`config.mk`:
```
export PLATFORM = sky130hd
export DESIGN_NAME = seg7_scan_driver
export DESIGN_NICKNAME = d
export VERILOG_FILES = /design/src/rtl/seg7_pkg.sv /design/src/rtl/seg7_hex_decode.sv /design/src/rtl/seg7_scan_driver.sv
export SDC_FILE = /design/constraint.sdc
export NUM_CORES = 1
export LEC_CHECK = 0
export ABC_AREA = 1
export CORE_UTILIZATION = 55
export CTS_BUF_LIST = sky130_fd_sc_hd__clkbuf_4
export CTS_CLUSTER_SIZE = 40
export DETAILED_ROUTE_END_ITERATION = 7
export HOLD_SLACK_MARGIN = 0.1
export MAX_ROUTING_LAYER = met4
export PLACE_DENSITY = 0.85
export RECOVER_POWER = 50
export REMOVE_ABC_BUFFERS = 1
export SLEW_MARGIN = 25
export SYNTH_ARGS = -nofsm -noshare
export SYNTH_HDL_FRONTEND = slang
export SYNTH_SLANG_ARGS = --single-unit
```
`constraint.sdc`:
```
create_clock -name clk -period 3.15 [get_ports clk]
set_input_delay 0.63 -clock clk [delete_from_list [all_inputs] [get_ports clk]]
set_output_delay 0.63 -clock clk [all_outputs]
set_load 0.1 [all_outputs]
```
`src/rtl/seg7_pkg.sv`:
```
// Shared 7-segment constants and the hex-to-segment table (active-low, bit 6 = a ... bit 0 = g).
package seg7_pkg;

  localparam int SEG_DIGIT = 7;  // segments per digit, excluding dp

  typedef logic [SEG_DIGIT-1:0] seg_t;

  localparam seg_t SEG_BLANK = 7'b1111111;

  function automatic seg_t hex_to_seg(input logic [3:0] nibble);
    seg_t s;
    case (nibble)
      4'h0: s = 7'b0000001;
      4'h1: s = 7'b1001111;
      4'h2: s = 7'b0010010;
      4'h3: s = 7'b0000110;
      4'h4: s = 7'b1001100;
      4'h5: s = 7'b0100100;
      4'h6: s = 7'b0100000;
      4'h7: s = 7'b0001111;
      4'h8: s = 7'b0000000;
      4'h9: s = 7'b0000100;
      4'hA: s = 7'b0001000;
      4'hB: s = 7'b1100000;
      4'hC: s = 7'b0110001;
      4'hD: s = 7'b1000010;
      4'hE: s = 7'b0110000;
      default: s = 7'b0111000;
    endcase
    return s;
  endfunction

endpackage

```
`src/rtl/seg7_hex_decode.sv`:
```
// Combinational hex nibble to active-low segment pattern.
module seg7_hex_decode
  import seg7_pkg::*;
(
  input  logic [3:0] nibble,
  output seg_t       seg
);

  assign seg = hex_to_seg(nibble);

endmodule

```
`src/rtl/seg7_scan_driver.sv`:
```
// Round-robin multiplexed driver for a common-anode 7-segment display with
// frame-synchronous value commit, leading-zero blanking and an anti-ghost gap.
module seg7_scan_driver
  import seg7_pkg::*;
#(
  parameter int NUM_DIGITS   = 8,
  parameter int REFRESH_DIV  = 100000,
  parameter int BLANK_CYCLES = 16
) (
  input  logic                    clk,
  input  logic                    reset,
  input  logic [4*NUM_DIGITS-1:0] value,
  input  logic [NUM_DIGITS-1:0]   dp_in,
  input  logic [NUM_DIGITS-1:0]   digit_en,
  input  logic                    blank_lz,
  input  logic                    load,
  output logic [NUM_DIGITS-1:0]   an,
  output seg_t                    a_to_g,
  output logic                    dp,
  output logic                    frame_start
);

  localparam int PRE_W = $clog2(REFRESH_DIV);
  localparam int IDX_W = (NUM_DIGITS > 1) ? $clog2(NUM_DIGITS) : 1;
  localparam logic [PRE_W-1:0] PRE_LAST = PRE_W'(REFRESH_DIV - 1);
  localparam logic [IDX_W-1:0] IDX_LAST = IDX_W'(NUM_DIGITS - 1);

  typedef struct packed {
    logic                       blank_lz;
    logic [NUM_DIGITS-1:0]      en;
    logic [NUM_DIGITS-1:0]      dp;
    logic [NUM_DIGITS-1:0][3:0] value;
  } disp_t;

  disp_t live, pend, act;

  logic [PRE_W-1:0] pre;
  logic [IDX_W-1:0] idx;
  logic             tick, wrap;

  assign live = {blank_lz, digit_en, dp_in, value};
  assign tick = (pre == PRE_LAST);
  assign wrap = tick && (idx == IDX_LAST);

  // Active only changes at the frame boundary so one frame never mixes values;
  // a load coincident with the boundary goes straight through.
  always_ff @(posedge clk) begin
    if (reset) begin
      pre  <= '0;
      idx  <= '0;
      pend <= '0;
      act  <= '0;
    end else begin
      pre <= tick ? '0 : pre + 1'b1;
      if (tick) idx <= wrap ? '0 : idx + 1'b1;
      if (load) pend <= live;
      if (wrap) act <= load ? live : pend;
    end
  end

  logic [NUM_DIGITS-1:0]               lz_blank;
  logic [NUM_DIGITS-1:0][SEG_DIGIT-1:0] seg_all;

  for (genvar g = 0; g < NUM_DIGITS; g++) begin : g_dig
    seg7_hex_decode u_dec (
      .nibble (act.value[g]),
      .seg    (seg_all[g])
    );
    if (g == 0) begin : g_lsd
      assign lz_blank[g] = 1'b0;
    end else begin : g_hi
      assign lz_blank[g] = act.blank_lz && (act.value[NUM_DIGITS-1:g] == '0);
    end
  end

  logic in_gap;
  if (BLANK_CYCLES > 0) begin : g_gap
    assign in_gap = (pre < PRE_W'(BLANK_CYCLES));
  end else begin : g_nogap
    assign in_gap = 1'b0;
  end

  logic blank;
  assign blank = in_gap || !act.en[idx] || lz_blank[idx];

  always_ff @(posedge clk) begin
    if (reset) begin
      an          <= '1;
      a_to_g      <= SEG_BLANK;
      dp          <= 1'b1;
      frame_start <= 1'b0;
    end else begin
      frame_start <= (pre == '0) && (idx == '0);
      if (blank) begin
        an     <= '1;
        a_to_g <= SEG_BLANK;
        dp     <= 1'b1;
      end else begin
        an     <= ~(NUM_DIGITS'(1) << idx);
        a_to_g <= seg_all[idx];
        dp     <= ~act.dp[idx];
      end
    end
  end

endmodule

```
==> results of run 1 <==
## final cells by class
type                       instances  area share (%)
tap                              225            2.62
clock inverter                    15            1.53
multi-input combinational        892            46.4
timing repair buffer              91            7.11
clock buffer                      17            1.19
antenna                            1          0.0233
inverter                         158            5.52
sequential                       191            35.6
## path summary, 6_finish.rpt
check                             endpoint  slack [ns]  depth (start not counted)
max          g_dig[6].u_dec.seg[3]$_DFF_P_        0.41                         13
min                    pend[11]$_SDFF_PP0_        0.49                          3
max reg2reg  g_dig[6].u_dec.seg[3]$_DFF_P_        0.41                         13
min reg2reg           act[32]$_SDFFE_PP0N_        0.51                          2
## registers in the layout, indices dropped and copies added (netlist names)
name,cells
a_to_g,7
act,49
an,8
dp,1
frame_start,1
g_dig.u_dec.seg,56
idx,3
pend,49
pre,17
## critical path, cell delays in order, from the launching register on
cell and delay (ns):
dfxtp_1 0.43, ha_1 0.21, nand2_1 0.11, nor2_4 0.15, nand3_2 0.10, nor2_4 0.51
nand4_1 0.24, nand3_2 0.20, inv_1 0.10, ha_1 0.30, inv_1 0.07, nand4_1 0.09
nand3_1 0.10, nand2_1 0.05
## through the flow
stage	total power, uW	hold slack, ns	util, %
detailed placement	2760	0.481	61.2
finish	4070	0.489	62.1
global route	4250	0.467	62.1
CTS	4120	0.440	62.9
global placement	2760	0.458	61.2
floorplan	2630	0.441	-
## report_power, final
part | internal [uW] | switching [uW]
Sequential | 2460 | 13.4
Clock | 435 | 931
Combinational | 104 | 131
Total | 3000 | 1080
## kinds of logic after synthesis
family	count (synthesis)
flops	191
buf+inv	217
simple gates	693
fa+ha+maj	56
compound gates	109
xor+xnor	1
mux	33
## cell usage after synthesis, types with 5 or more instances
| cell | instances |
|---|---|
| nand4_2 | 8 |
| a21oi_1 | 14 |
| mux2i_1 | 33 |
| a211oi_1 | 18 |
| buf_2 | 17 |
| ha_1 | 56 |
| dfxtp_1 | 191 |
| o22ai_1 | 14 |
| nor2_2 | 5 |
| nand3_2 | 10 |
| nand2_1 | 308 |
| inv_1 | 140 |
| inv_2 | 18 |
| nand4_1 | 73 |
| nand3_4 | 9 |
| nand3b_1 | 13 |
| nor2_1 | 118 |
| nand2_2 | 9 |
| clkbuf_1 | 31 |
| nor3_1 | 9 |
| nand3_1 | 117 |
| o21ai_0 | 55 |
## layer usage
metal | routed length, microns | part of all wire (%) | track usage [%]
met1 | 10700 | 46 | 36.0
met2 | 10600 | 45 | 43.2
met3 | 1640 | 7.0 | 5.76
met4 | 554 | 2.4 | 9.68
met5 | 0 | 0 | -
==> results.md, run 1 <==
- WL per Instance: 14.8 microns
- Via count: 8,779
- CTS tree: done
- Filler cell count: 1,568
- Cell count after synthesis: 1,300
- Worst clock skew: 0.0339 ns
- Register area: 3820 sq um
- Max-slew headroom: 3.24%
- Non-filler cells in the finished layout: 1,590
- Status: finished clean
- Static leakage: 0.00532 uW
- Total Routing Usage GR: 27.9%
- Critical path data required time: 3.67 ns
- # IOs: 69
- H-tree levels: 4
- FMAX: 364 MHz
- Fin crit share: 87.1%
- Yosys top cell area share: 39.2%
- Primary FF master, synth: dfxtp_1
- Via/cell ratio: 5.52
- Crit path DAT: 3.26 ns
- Critical path startpoint category: flop
- Max cap viols: 0
- Clock transition at path regs: 0.16 ns
- Initial DRC Count: 716
- Final-report hold violation count: 0
- Worst-margin pin slew: 1.45 ns
- Worst r2r src: pre[0]$_SDFF_PP0_
- Period minus WS final: 2.74 ns
- Multi-input logic area: 4980 sq um
- Place WS: 0.456 ns
- Syn_area_per_cell: 7.50 sq um
- DRC: 0
- Rows: 48
- HPWL after DPL: 16.6 mm
- Worst skew pair latency: 0.62 ns
- TritonCTS Sinks: 191
- Total gr overflow: 0
- Pin count of the biggest net entering global routing: 69
- Post-synth EDFFs: 0
- Worst hold path type: input port to flop
- WL final: 23.5 mm
- WS Path Type: flop to flop
- Core Area: 17,300 sq um
- Commonest non-fill, non-tap cell in the layout: nand2_1
- Global-route wire length before repair: 39.2 mm
- CP Launch Point: pre[0]$_SDFF_PP0_
- Pins Over Slew Limit: 0
- Post-synthesis register bit count: 191
- Vias in the first global route: 8,130
- Cell variety after synth: 41
- Crit path max fanout: 17
- Async SR Flop Fraction: 0%
- Remaining antenna violation count: 0
- Final setup fails: 0
- Synth warnings: 0
- Multiplexer area fraction after synthesis: 3.39%
- Fin nets: 1,459
- Die X: 135 microns
- Synth area leader: dfxtp_1
- Overall die height: 135 microns
- Area grow syn2layout: 10.1%
- Kind of end point of the critical path: flop
- Complex-gate fraction of the synthesized area: 6.53%
- Setup TNS: 0 ns
- Most frequent cells in the layout: nand2_1 (308), dfxtp_1 (191), inv_1 (139), nand3_1 (119), nor2_1 (118)
- RSZ-0062 raised after global routing: false
- Largest family of logic cells by synthesized area: simple AND/OR/NAND/NOR gates
- Post-CTS sizing: 0
- Synth Area in Simple Gates: 34.6%
- Initial antenna violation count: 1
- Initial Util: 56.4%
- Share of layout cells above drive strength 1: 8.36%
- Mapped cell area: 9750 sq um
- Seq/Total Area, Yosys: 39.2%
- Pwr dens: 379 nW/um^2
- Placed cell areas: 10,600 sq um
- Die area: 18,300 sq um
- GP Congestion: 0.982
- Root buffer cell: clkbuf_4
- Adder-cell area share of the yosys netlist: 7.18%
- DRT Pass-1 Iters: 5
- CTS buffer count: 17
- PortBufs: 68
- XOR/XNOR Fraction of Synth Area: 0.0898%
- Peak supply drop: 279 uV
- Hold_buf cts: 0
- Fin area: 10,700 sq um
- Synth top area cells: dfxtp_1 (39%), nand2_1 (12%), ha_1 (7.2%), nand3_1 (6.0%), inv_1 (5.4%)
- Start point of the worst hold path: load
- Post-Place Cells: 1,557
- Final worst-path setup slack: 0.406 ns
- Max Root-Sink Buffers: 2
- Postcts setup bufs: 0
Note: power is estimated with default switching activity, not from simulation.
==> inputs of run 2 (changes only) <==
--- a/config.mk
+++ b/config.mk
@@ -19,3 +19,4 @@
 export SYNTH_ARGS = -nofsm -noshare
 export SYNTH_HDL_FRONTEND = slang
 export SYNTH_SLANG_ARGS = --single-unit
+export TNS_END_PERCENT = 10
==> results of run 2 <==
The final DEF is identical to that of run 1; final timing and power are the same.
==> inputs of run 3 (changes only) <==
--- a/config.mk
+++ b/config.mk
@@ -12,7 +12,7 @@
 export DETAILED_ROUTE_END_ITERATION = 7
 export HOLD_SLACK_MARGIN = 0.1
 export MAX_ROUTING_LAYER = met4
-export PLACE_DENSITY = 0.85
+export PLACE_DENSITY = 0.88
 export RECOVER_POWER = 50
 export REMOVE_ABC_BUFFERS = 1
 export SLEW_MARGIN = 25
==> constraint.sdc (replaced) <==
create_clock -name clk -period 2.3 [get_ports clk]
set_input_delay 0.46 -clock clk [delete_from_list [all_inputs] [get_ports clk]]
set_output_delay 0.46 -clock clk [all_outputs]
set_load 0.1 [all_outputs]
==> run 3 against run 2 <==
Global-route usage up 0.22 points. Die area unchanged. Register-to-register slack worse by 0.33 ns. Utilization up 5.1 points. Maximum frequency up 23%. Critical path depth down 1. First-iteration DRC count up 25%. Clock power up 52%. Final cell count up 3.3%. Via count up 2.9%. Clock-buffer cell count up 3. Critical path type unchanged. Largest power group unchanged.
==> results.md, run 3 (synthesis gave the netlist of run 1 again) <==
- Final core utilization: 67.1%
- Pins Over Slew Limit: 0
- Via/cell ratio: 5.50
- Crit path largest cell delay: 0.37 ns
- Hold_buf cts: 0
- Cells on worst reg2reg path: 12
- CTS tree: done
- Overall die height: 135 microns
- Initial DRC Count: 895
- Worst skew pair latency: 0.60 ns
- CTS buffer count: 17
- Peak supply drop: 357 uV
- Antenna cells: 0
- Fin nets: 1,513
- Kind of end point of the critical path: flop
- Family with the most delay on the worst path: simple AND/OR/NAND/NOR gates
- Initial Util: 56.4%
- WL per Instance: 15.3 microns
- Global-route wire length before repair: 39.6 mm
- Most frequent cells in the layout: nand2_1 (307), dfxtp_1 (188), inv_1 (136), nor2_1 (117), nand3_1 (104)
- Worst hold stages: 4
- Remaining antenna violation count: 0
- # IOs: 69
- HPWL after DPL: 17.0 mm
- TritonCTS Sinks: 191
- Total Routing Usage GR: 28.1%
- Max-slew headroom: 5.13%
- Cell Chain, Critical Path: ha_2 > ha_4 > nand4_4 > buf_12 > nand2_1 > nand3_2 > buf_4 > ha_1 > inv_1 > nand4_1 > nand3_1 > nand2_1
- Critical path data required time: 2.81 ns
- Slowest CP cell: dfxtp_1
- WS Path Type: flop to flop
- Period minus WS final: 2.22 ns
- Crit Reg-Reg Endpoint: g_dig[6].u_dec.seg[6]$_DFF_P_
- Setup TNS: 0 ns
- Final setup fails: 0
- FMAX: 450 MHz
- Gate power share: 6.1%
- Vias in the first global route: 8,216
- Place WS: 0.0256 ns
- Total gr overflow: 0
- Final worst-path setup slack: 0.0760 ns
- Internal power: 4440 uW
- Static leakage: 0.00571 uW
- Most common cell on crit path: nand2_1
- Switching share of power: 23.7%
- Share of layout cells above drive strength 1: 15.8%
- DRT Pass-1 Iters: 5
- RSZ-0062 raised after global routing: true
- Worst Path Buf+Inv: 3
- GP Congestion: 0.942
- Crit path DAT: 2.74 ns
- Root buffer cell: clkbuf_4
- Final-report hold violation count: 0
- Via count: 9,035
- Die area: 18,300 sq um
- DRC: 0
- Pin count of the biggest net entering global routing: 69
- Max Root-Sink Buffers: 2
- Status: finished clean
- Start point of the worst hold path: load
- PortBufs: 68
- Worst clock skew: 0.0178 ns
- Commonest non-fill, non-tap cell in the layout: nand2_1
- Critical path startpoint category: flop
- Clock transition at path regs: 0.16 ns
- R2r setup slk: 0.08 ns
- Crit path max fanout: 20
- Max cap viols: 0
- Core Area: 17,300 sq um
- Pwr dens: 501 nW/um^2
- H-tree levels: 4
- Die X: 135 microns
- Rows: 48
- Reg power frac: 58.2%
- Switching power: 1380 uW
- Initial antenna violation count: 0
- Worst-margin pin slew: 1.42 ns
- Filler cell count: 1,415
- Worst hold path type: input port to flop
- Clk network pwr share: 35.7%
- Area grow syn2layout: 19.1%
- Max reg flops: 56
- Worst r2r src: idx[0]$_SDFFE_PP0P_
- Hold EP: pend[34]$_SDFF_PP0_
- WL final: 25.1 mm
- Fin crit share: 96.7%
==> run 3: metal layers <==
layer  up-vias  wire length, microns  track usage (%)
met5         -                     0                -
met4         0                   624             9.11
met3        59                  1970             5.01
met2       394                 11500             44.2
met1      4104                 10900             36.4
li1       4478                     -                -
==> run 3: cell type report <==
cell class	count	area, sq um	share of cell area, %
Multi-Input combinational cell	892	5200	44.8
Sequential cell	191	3830	33.0
Timing Repair Buffer	145	1380	11.8
Inverter	158	593	5.11
Tap cell	225	282	2.42
Clock inverter	12	183	1.57
Clock buffer	20	150	1.29
==> run 3: worst max path at each step <==
stage,from,end,depth (start not counted)
after detailed placement,idx[0]$_SDFFE_PP0P_,g_dig[0].u_dec.seg[6]$_DFF_P_,11
after global routing,pre[0]$_SDFF_PP0_,g_dig[4].u_dec.seg[3]$_DFF_P_,14
after CTS,pre[0]$_SDFF_PP0_,g_dig[6].u_dec.seg[4]$_DFF_P_,12
final,idx[0]$_SDFFE_PP0P_,g_dig[6].u_dec.seg[6]$_DFF_P_,12
after floorplan,idx[0]$_SDFFE_PP0P_,g_dig[6].u_dec.seg[3]$_DFF_P_,11
after global placement,pre[0]$_SDFF_PP0_,g_dig[4].u_dec.seg[1]$_DFF_P_,13
==> run 3: repair_timing <==
| item | in CTS | in global routing |
|---|---|---|
| setup endpoints to repair | 13 | 64 |
| pin swaps | 1 | 6 |
| resized for setup | 2 | 35 |
| buffers inserted | 0 | 8 |
| endpoints found under the hold margin | 0 | 0 |
| gates cloned | 0 | 2 |
==> run 3: metrics by stage <==
step | hold slack (ns) | std cells | cell area [sq um] | total power [uW]
6_report | 0.384 | 1643 | 11600 | 5820
2_1_floorplan | 0.441 | 1241 | 9470 | 3600
5_1_grt | 0.388 | 1643 | 11600 | 6010
3_3_place_gp | 0.472 | 1601 | 11000 | 3800
3_5_place_dp | 0.483 | 1601 | 11000 | 3810
4_1_cts | 0.357 | 1633 | 11400 | 5830
==> run 3: worst register-to-register path, stage by stage, from the launching register on <==
cell and delay, ns:
dfxtp_1 0.37, ha_2 0.21, ha_4 0.21, nand4_4 0.16, buf_12 0.20, nand2_1 0.11, nand3_2 0.11, buf_4 0.18
ha_1 0.23, inv_1 0.08, nand4_1 0.13, nand3_1 0.11, nand2_1 0.05
==> run 3: power by group through the flow <==
stage	clock network (uW)	logic (uW)	registers (uW)
after floorplan	0	134	3470
after global placement	0	343	3450
after detailed placement	0	350	3460
after CTS	2090	353	3380
after global routing	2230	392	3390
final	2080	357	3390
